===== config.mk =====
export PLATFORM = sky130hd
export DESIGN_NAME = func_unit_seq
export DESIGN_NICKNAME = d
export VERILOG_FILES = /design/src/rtl/datapath_pkg.sv /design/src/rtl/fu_alu_comb.sv /design/src/rtl/func_unit_seq.sv
export SDC_FILE = /design/constraint.sdc
export NUM_CORES = 1
export LEC_CHECK = 0
export BUFFER_PORTS_ARGS = -buffer_cell sky130_fd_sc_hd__buf_4
export CORE_MARGIN = 1.5
export CORE_UTILIZATION = 30
export DETAILED_ROUTE_END_ITERATION = 10
export SETUP_SLACK_MARGIN = 0.15
export SLEW_MARGIN = 20
export SYNTH_ARGS = -nofsm -noshare
export SYNTH_HDL_FRONTEND = slang
export SYNTH_HIERARCHICAL = 1
export SYNTH_SLANG_ARGS = --single-unit
export TNS_END_PERCENT = 1

===== constraint.sdc =====
create_clock -name CLK -period 4.7 [get_ports CLK]
set_input_delay 0.235 -clock CLK [delete_from_list [all_inputs] [get_ports CLK]]
set_output_delay 0.235 -clock CLK [all_outputs]
set_load 0.005 [all_outputs]

===== src/rtl/datapath_pkg.sv =====
// Shared datapath definitions: function-select codes, FSM state type and default widths.
// The control/decoder that drives FS imports the same codes.
package datapath_pkg;

    localparam int unsigned WIDTH_DEF = 16;
    localparam int unsigned CNT_W_DEF = 5;

    // Function-select codes
    localparam logic [3:0] FS_PASSA   = 4'h0;  // A
    localparam logic [3:0] FS_INCA    = 4'h1;  // A+1
    localparam logic [3:0] FS_ADD     = 4'h2;  // A+B
    localparam logic [3:0] FS_ADDINC  = 4'h3;  // A+B+1
    localparam logic [3:0] FS_ADDNOTB = 4'h4;  // A+~B
    localparam logic [3:0] FS_SUB     = 4'h5;  // A+~B+1
    localparam logic [3:0] FS_DECA    = 4'h6;  // A-1
    localparam logic [3:0] FS_PASSA2  = 4'h7;  // A
    localparam logic [3:0] FS_AND     = 4'h8;
    localparam logic [3:0] FS_OR      = 4'h9;
    localparam logic [3:0] FS_XOR     = 4'hA;
    localparam logic [3:0] FS_NOTA    = 4'hB;
    localparam logic [3:0] FS_PASSB   = 4'hC;
    localparam logic [3:0] FS_SHR     = 4'hD;  // B>>1, logical
    localparam logic [3:0] FS_SHL     = 4'hE;  // B<<1
    localparam logic [3:0] FS_MUL     = 4'hF;  // iterative, handled by the top

    typedef enum logic {
        IDLE = 1'b0,
        MUL  = 1'b1
    } state_t;

endpackage


===== src/rtl/fu_alu_comb.sv =====
// Combinational part of the function unit: every single-cycle operation (codes 0-E).
// Returns the result with overflow and carry; N/Z are derived by the caller.
module fu_alu_comb
    import datapath_pkg::*;
#(
    parameter int unsigned WIDTH = WIDTH_DEF
) (
    input  logic [WIDTH-1:0] A,
    input  logic [WIDTH-1:0] B,
    input  logic [3:0]       FS,
    output logic [WIDTH-1:0] F,
    output logic             V,
    output logic             C
);

    logic [WIDTH-1:0] op2;
    logic             cin;
    logic             arith;
    logic [WIDTH:0]   cin_ext;
    logic [WIDTH:0]   sum;

    // Decode FS into either an adder setup or a direct logic/shift result
    always_comb begin
        op2     = '0;
        cin     = 1'b0;
        arith   = 1'b0;
        F       = '0;
        V       = 1'b0;
        C       = 1'b0;
        cin_ext = '0;
        sum     = '0;
        case (FS)
            FS_PASSA, FS_PASSA2: arith = 1'b1;
            FS_INCA:    begin arith = 1'b1; cin = 1'b1; end
            FS_ADD:     begin arith = 1'b1; op2 = B; end
            FS_ADDINC:  begin arith = 1'b1; op2 = B; cin = 1'b1; end
            FS_ADDNOTB: begin arith = 1'b1; op2 = ~B; end
            FS_SUB:     begin arith = 1'b1; op2 = ~B; cin = 1'b1; end
            FS_DECA:    begin arith = 1'b1; op2 = '1; end
            FS_AND:     F = A & B;
            FS_OR:      F = A | B;
            FS_XOR:     F = A ^ B;
            FS_NOTA:    F = ~A;
            FS_PASSB:   F = B;
            FS_SHR:     begin F = {1'b0, B[WIDTH-1:1]}; C = B[0]; end
            FS_SHL:     begin F = {B[WIDTH-2:0], 1'b0}; C = B[WIDTH-1]; end
            default:    ;  // FS_MUL is produced by the iterative path in the top
        endcase
        cin_ext = {{WIDTH{1'b0}}, cin};
        sum     = {1'b0, A} + {1'b0, op2} + cin_ext;
        if (arith) begin
            F = sum[WIDTH-1:0];
            C = sum[WIDTH];
            // The +1 carry-in counts as a non-negative second operand, so op2's sign stands in
            V = (A[WIDTH-1] == op2[WIDTH-1]) && (sum[WIDTH-1] != A[WIDTH-1]);
        end
    end

endmodule


===== src/rtl/func_unit_seq.sv =====
// Sequential function unit: single-cycle ALU ops plus an iterative shift-add multiplier.
// Results and V/C/N/Z flags are registered and only change on a DONE cycle.
module func_unit_seq
    import datapath_pkg::*;
#(
    parameter int unsigned WIDTH = WIDTH_DEF,
    parameter int unsigned CNT_W = CNT_W_DEF
) (
    input  logic             CLK,
    input  logic             RESET,
    input  logic [WIDTH-1:0] A,
    input  logic [WIDTH-1:0] B,
    input  logic [3:0]       FS,
    input  logic             START,
    output logic             BUSY,
    output logic             DONE,
    output logic [WIDTH-1:0] F,
    output logic             V,
    output logic             C,
    output logic             N,
    output logic             Z
);

    state_t             state_q;
    logic [WIDTH-1:0]   f_q;
    logic               v_q, c_q, n_q, z_q;
    logic               busy_q, done_q;
    logic [CNT_W-1:0]   cnt_q;
    logic [WIDTH-1:0]   mcand_q;
    logic [WIDTH-1:0]   mplier_q;
    logic [2*WIDTH-1:0] acc_q;

    logic [WIDTH-1:0]   alu_f;
    logic               alu_v, alu_c;
    logic [2*WIDTH-1:0] addend;
    logic [2*WIDTH-1:0] acc_next;
    logic               mul_last;

    fu_alu_comb #(
        .WIDTH (WIDTH)
    ) u_alu (
        .A  (A),
        .B  (B),
        .FS (FS),
        .F  (alu_f),
        .V  (alu_v),
        .C  (alu_c)
    );

    // One shift-add step of the multiplier; the final step is folded into the result load
    always_comb begin
        addend   = {{WIDTH{1'b0}}, mcand_q} << cnt_q;
        acc_next = mplier_q[0] ? (acc_q + addend) : acc_q;
        mul_last = (cnt_q == CNT_W'(WIDTH - 1));
    end

    // Control FSM with registered result, flags and handshake outputs
    always_ff @(posedge CLK or negedge RESET) begin
        if (!RESET) begin
            state_q  <= IDLE;
            f_q      <= '0;
            v_q      <= 1'b0;
            c_q      <= 1'b0;
            n_q      <= 1'b0;
            z_q      <= 1'b0;
            busy_q   <= 1'b0;
            done_q   <= 1'b0;
            cnt_q    <= '0;
            mcand_q  <= '0;
            mplier_q <= '0;
            acc_q    <= '0;
        end else begin
            done_q <= 1'b0;
            case (state_q)
                IDLE: begin
                    if (START) begin
                        if (FS == FS_MUL) begin
                            mcand_q  <= A;
                            mplier_q <= B;
                            acc_q    <= '0;
                            cnt_q    <= '0;
                            busy_q   <= 1'b1;
                            state_q  <= MUL;
                        end else begin
                            f_q    <= alu_f;
                            v_q    <= alu_v;
                            c_q    <= alu_c;
                            n_q    <= alu_f[WIDTH-1];
                            z_q    <= (alu_f == '0);
                            done_q <= 1'b1;
                        end
                    end
                end
                MUL: begin
                    acc_q    <= acc_next;
                    mplier_q <= mplier_q >> 1;
                    cnt_q    <= cnt_q + CNT_W'(1);
                    if (mul_last) begin
                        f_q     <= acc_next[WIDTH-1:0];
                        c_q     <= |acc_next[2*WIDTH-1:WIDTH];
                        v_q     <= 1'b0;
                        n_q     <= acc_next[WIDTH-1];
                        z_q     <= (acc_next[WIDTH-1:0] == '0);
                        busy_q  <= 1'b0;
                        done_q  <= 1'b1;
                        state_q <= IDLE;
                    end
                end
            endcase
        end
    end

    assign F    = f_q;
    assign V    = v_q;
    assign C    = c_q;
    assign N    = n_q;
    assign Z    = z_q;
    assign BUSY = busy_q;
    assign DONE = done_q;

endmodule


== Yosys cells after proc, flatten, opt, wreduce, memory -nomap -nowiden ==
Index checks and enable logic that the tools add are counted.
W data, S select, Z words.

* Logic and storage cells: 107
* Output and inout port bits: 22
* Bits of input ports: 39
* Register bits after elaboration: 92

* Muxes and demuxes: 49
* Equality and inequality tests: 22
* Shift-type cells: 1
* Add/subtract/negate cells: 4
* Bitwise operators: 6
* Reductions and logical operators: 13

{| class="wikitable"
|+ Operator list
! kind !! count
|-
| $pmux W16 S7 || 1
|-
| $mux W16 || 6
|-
| $mux W32 || 3
|-
| $pmux W16 S2 || 2
|-
| $pmux W32 S2 || 1
|-
| $pmux W16 S3 || 1
|-
| $add A32 B32 Y32 || 1
|-
| $eq A4 B4 Y1 const B || 8
|-
| $logic_not A16 Y1 || 2
|-
| $not A16 Y16 || 2
|-
| $shl A16 B5 Y32 || 1
|-
| $mux W1 || 24
|-
| $add A16 B16 Y17 || 1
|-
| $add A17 B1 Y17 || 1
|-
| $and A16 B16 Y16 || 1
|-
| $eq A4 B3 Y1 const B || 4
|-
| $or A16 B16 Y16 || 1
|-
| $pmux W1 S2 || 8
|-
| $reduce_or A16 Y1 || 1
|-
| $xor A16 B16 Y16 || 1
|-
| $mux W5 || 2
|-
| $pmux W5 S2 || 1
|-
| $reduce_and A3 Y1 || 3
|-
| $eq A4 B2 Y1 const B || 2
|-
| 14 further kinds || 17
|}

== Logic depth before layout (Yosys ltp) ==
* Depth after elaboration: 11
* Gate-level depth with buffers: 23
* Depth with buffers taken out: 20

== By module ==
The synthesis kept the hierarchy.

{| class="wikitable"
|+ Modules (own cells, without submodules)
! module !! area an instance (µm²) !! seq. area each (µm²) !! times used !! cells an instance
|-
| func_unit_seq || 7039.3 || 2277.2 || 1 || 866
|-
| fu_alu_comb || 2871.5 || 0.0 || 1 || 423
|}

== Worst setup path after synthesis ==
OpenSTA, ideal clock, no wires.

* Kind: register to register
* From: reg cnt_q[0]
* To: reg z_q (netlist: Z)
* Slack: 0.274 ns
* Library setup time: 0.082 ns
* Required time: 4.618 ns
* Path buffers: 4
* Cell stages (with the launch flop): 22
* Data arrival time: 4.344 ns
* Period minus slack after synthesis: 4.426 ns
* Cells stage by stage: dfrtp_1 buf_2 buf_2 buf_1 mux2i_1 mux2i_1 nand2_1 o21ai_0 nor2_1 a21oi_1 and2_1 ha_1 clkbuf_1 nand3_1 nor3_1 a21o_1 a21oi_2 xnor2_1 mux2_2 or3b_1 or4_1 a31oi_1

* Longest elaborated chain between the ends: 6
* Elaborated cells on any way between the ends: 9
* Those cells by class: add/sub: 1; eq/ne: 2; shift: 1; mux: 3; reduce/logical: 2

{| class="wikitable"
|+ RTL lines
! what !! line !! RTL
|-
| start: declaration || func_unit_seq.sv:28 || <nowiki>logic [CNT_W-1:0] cnt_q;</nowiki>
|-
| start signal: assignment || func_unit_seq.sv:97 || <nowiki>cnt_q <= cnt_q + CNT_W'(1);</nowiki>
|-
| $shl A16 B5 Y32 || func_unit_seq.sv:52 || <nowiki>addend = {{WIDTH{1'b0}}, mcand_q} << cnt_q;</nowiki>
|-
| $add A32 B32 Y32 || func_unit_seq.sv:53 || <nowiki>acc_next = mplier_q[0] ? (acc_q + addend) : acc_q;</nowiki>
|-
| $mux W32 || func_unit_seq.sv:53 ||
|-
| $logic_not A16 Y1 || func_unit_seq.sv:103 || <nowiki>z_q <= (acc_next[WIDTH-1:0] == '0);</nowiki>
|-
| $mux W1 || func_unit_seq.sv:98 || <nowiki>if (mul_last) begin</nowiki>
|-
| $pmux W1 S2 || func_unit_seq.sv:74 || <nowiki>case (state_q)</nowiki>
|-
| end signal: assignment || func_unit_seq.sv:89 || <nowiki>z_q <= (alu_f == '0);</nowiki>
|-
| end signal: assignment || func_unit_seq.sv:103 ||
|-
| end: declaration || func_unit_seq.sv:26 || <nowiki>logic v_q, c_q, n_q, z_q;</nowiki>
|}

Several ways; a longest one is shown, not always the timed one. The select of a mux whose other input is x is not followed.
A chain may end at the register's enable or synchronous reset.

== Worst setup path in the final report ==
Ends and elaborated chain as after synthesis.

==> out/metrics.yaml <==
floorplan:
  die_area_sq_um: 34100
  pin_count: 61
  fp-row-count: 66
  die_y_microns: 185
  start_util: 0.305
  core_area_sq_um: 32500
  die_x_microns: 185
timing:
  fin_worst_skew_ns: 0.0140
  maxSlewHeadroom: 0.311
  finalSetupTns_ns: 0
  grt_setup_unrepaired: "true"
  slew_viol_final: 0
  period_share: 0.925
  layout_setup_ws_ns: 0.351
  fmax_mhz: 230
  hold_violations: 0
  min_period_ns: 4.35
  setup_viol: 0
  tightest_slew_ns: 1.02
clocking:
  clockBufferDepth: 2
  clk_latency_ns: 0.37
  cts_tree: "yes"
  cts_made_buffers: 9
  cts_sinks: 91
  cts-root-buf: "clkbuf_16"
  cts_max_level: 3
  clk_pin_slew_ns: 0.07
worst_hold_path:
  hold_class: "in -> reg"
setup_path:
  critical_path.max_stage_delay_ns: 0.48
  cp_max_fo: 7
  path_cells: "buf_4 -> mux2_2 -> o21ai_0 -> o22ai_1 -> nor2b_1 -> ha_1 -> and2_4 -> a221oi_4 -> a21boi_2 -> a21oi_2 -> o21bai_1 -> xor2_1 -> mux2i_1 -> or3b_1 -> or4_1 -> a31oi_1"
  r2r_slack_ns: 0.35
  worstPathArrival_ns: 4.64
  cp-end-kind: "flop"
  critPathKind: "reg -> reg"
  start_kind: "flop"
  worstPathRequired_ns: 4.99
  critical-path-slowest-cell: "or4_1"
synth:
  muxShareOfSynthArea: 0.112
  ys_seq_elements: 91
  synth-xor-area-share: 0.0256
  synthAdderAreaFrac: 0.107
  synth_compound_area_frac: 0.252
  synth_edf_count: 0
  syn-instance-count: 1289
  yosysSeqAreaShare: 0.230
  synth_fp_nets: 1411
  synth_ff_type: "dfrtp_1"
  synthSimpleGateAreaFrac: 0.213
  postSynthAreaPerCell_sq_um: 7.69
  synth_top_family_by_area: "compound AO/OA/AOI/OAI gates"
  synthesis.area_sq_um: 9910
  synthDistinctLibCells: 82
  synth-async-reset-ratio: 1.00
  ys_warn_count: 6
drt:
  wl_per_cell_microns: 19.8
  dr_total_vias: 9910
  drt_iter0_drc: 860
  wl_microns: 34900
  via_per_inst: 5.62
  drcViolationCount: 0
  first_pass_iters: 5
  postRouteAntennaNets: 0
outcome:
  status: "finished, final reports clean"
finish:
  syn_to_final_growth_pct: 13.4
  final_common_cell: "nand2_1"
  num_antenna_cells: 0
  final_cell_mix: "nand2_1, nor2_1, a21oi_1"
  layout-drive-gt1-share: 0.143
  nets: 1437
  stdcell_count: 1762
pwr:
  clockPowerShare: 0.110
  p_per_area_nw_per_um2: 634
  irDropWorstVdd_v: 0.000275
  combPwrFrac: 0.693
  p_sw_mw: 3.67
  switching_share: 0.515
  internal_power_mw: 3.45
  seq_power_share: 0.197
  leakage_nw: 5.09
grt:
  antenna_found_initial: 0
  use_met2: 0.337
  grt_overflow: 0
  use_met1: 0.261
  track_usage: 0.205
  grt_util_met3: 0.0340
  grt_pass1_wl_microns: 53800
  grt_pass1_vias: 9480
  grt_start_max_net_pins: 72
  grt_busiest_layer: "met2"
flow_run:
  cap_violations: 0
placement:
  placed_cells: 1741
  pre_cts_ws_ns: 0.353
  numPortBuffers: 60
  dp_hpwl_microns: 27100
  gp_congestion: 0.961
[routing by layer]
layer | part of all wire | up-vias
met1 | 0.44 | 4740
li1 | - | 4752
met4 | 0.046 | 0
met2 | 0.46 | 340
met5 | 0 | -
met3 | 0.057 | 78
[sequential cells by signal, indices dropped and copies added, names as in the netlist]
name	cells
acc_q	32
DONE	1
state_q	1
Z	1
mplier_q	16
V	1
mcand_q	16
N	1
F	15
BUSY	1
C	1
cnt_q	5
[power by group through the flow]
stage / Combinational [mW] / Sequential [mW] / Clock [mW]
2_1_floorplan: 3.35 / 1.30 / 0
3_3_place_gp: 4.69 / 1.41 / 0
3_5_place_dp: 4.69 / 1.41 / 0
4_1_cts: 4.72 / 1.40 / 0.798
5_1_grt: 5.41 / 1.44 / 0.830
6_report: 4.94 / 1.40 / 0.782
[worst max-delay path: cells and delay by family (launching register included)]
kind,cells,cell delay [ns]
XOR/XNOR,1,0.17
adder cells (fa/ha/maj),1,0.38
multiplexers,2,0.63
AO/OA/AOI/OAI,7,1.29
flip-flops,1,0.38
AND/OR/NAND/NOR,4,1.24
buffers and inverters,1,0.19
[timing repair]
item,4_1_cts,5_1_grt
buffers inserted,0,4
endpoints found under the hold margin,50,0
resized for setup,0,22
endpoints found under the setup margin,0,2
hold buffers,1,0
[final timing paths]
check,start,to,cells past startpoint
setup / recovery,cnt_q[0]$_DFFE_PN0P_,Z$_DFFE_PN0P_,16
hold / removal,A[1],mcand_q[1]$_DFFE_PN0P_,2
setup reg to reg,cnt_q[0]$_DFFE_PN0P_,Z$_DFFE_PN0P_,16
hold reg to reg,mplier_q[9]$_DFFE_PN0P_,mplier_q[8]$_DFFE_PN0P_,2
max in group asynchronous,RESET,state_q$_DFF_PN0_,3
min in group asynchronous,RESET,acc_q[29]$_DFFE_PN0P_,2
[cell usage after synthesis (all sizes together), types with 7 or more instances]
master	number	share of area
a21o	22	0.017
and4	7	0.0062
a22oi	7	0.0053
mux2i	70	0.071
o211ai	13	0.0098
o22ai	12	0.0076
o21a	10	0.0076
buf	29	0.016
o21ai	107	0.054
a21oi	105	0.055
clkbuf	55	0.021
nand4	15	0.0095
and3	16	0.010
nor4	12	0.0076
xnor2	14	0.012
ha	80	0.10
a22o	8	0.0071
nand2b	12	0.0076
nor3	16	0.0086
a31oi	10	0.0063
and2	11	0.0072
inv	63	0.024
nand3	54	0.028
xor2	15	0.013
a211oi	11	0.0083
nor2	103	0.039
o31ai	7	0.0067
a221oi	13	0.013
mux2	32	0.036
dfrtp	91	0.23
nand2	165	0.062
nor2b	11	0.0069
[per-stage QoR]
step                instance area [sq um]   util  hold WS [ns]  total power [mW]
floorplan                            9910      -       -0.0606              4.65
global placement                    10800  0.332         0.331              6.10
detailed placement                  10800  0.332         0.338              6.10
CTS                                 11100  0.342         0.164              6.91
global route                        11200  0.345         0.166              7.68
finish                              11200  0.345         0.164              7.12
[kinds of logic after synthesis]
kind of cell / after synthesis
AOI/OAI and AO/OA: 385
adders and majority gates: 83
xor gates and xnor gates: 29
and+or+nand+nor: 448
DFF: 91
buffers and inverters: 149
muxes: 104
[layout make-up]
type | instances | area [sq um]
Clock buffer | 9 | 225
Fill cell | 3516 | 21300
Sequential cell | 91 | 2280
Inverter | 65 | 244
Multi-Input combinational cell | 1049 | 7110
Tap cell | 442 | 553
Clock inverter | 7 | 82.6
Timing Repair Buffer | 99 | 746
Note: power is estimated with default switching activity, not from simulation.
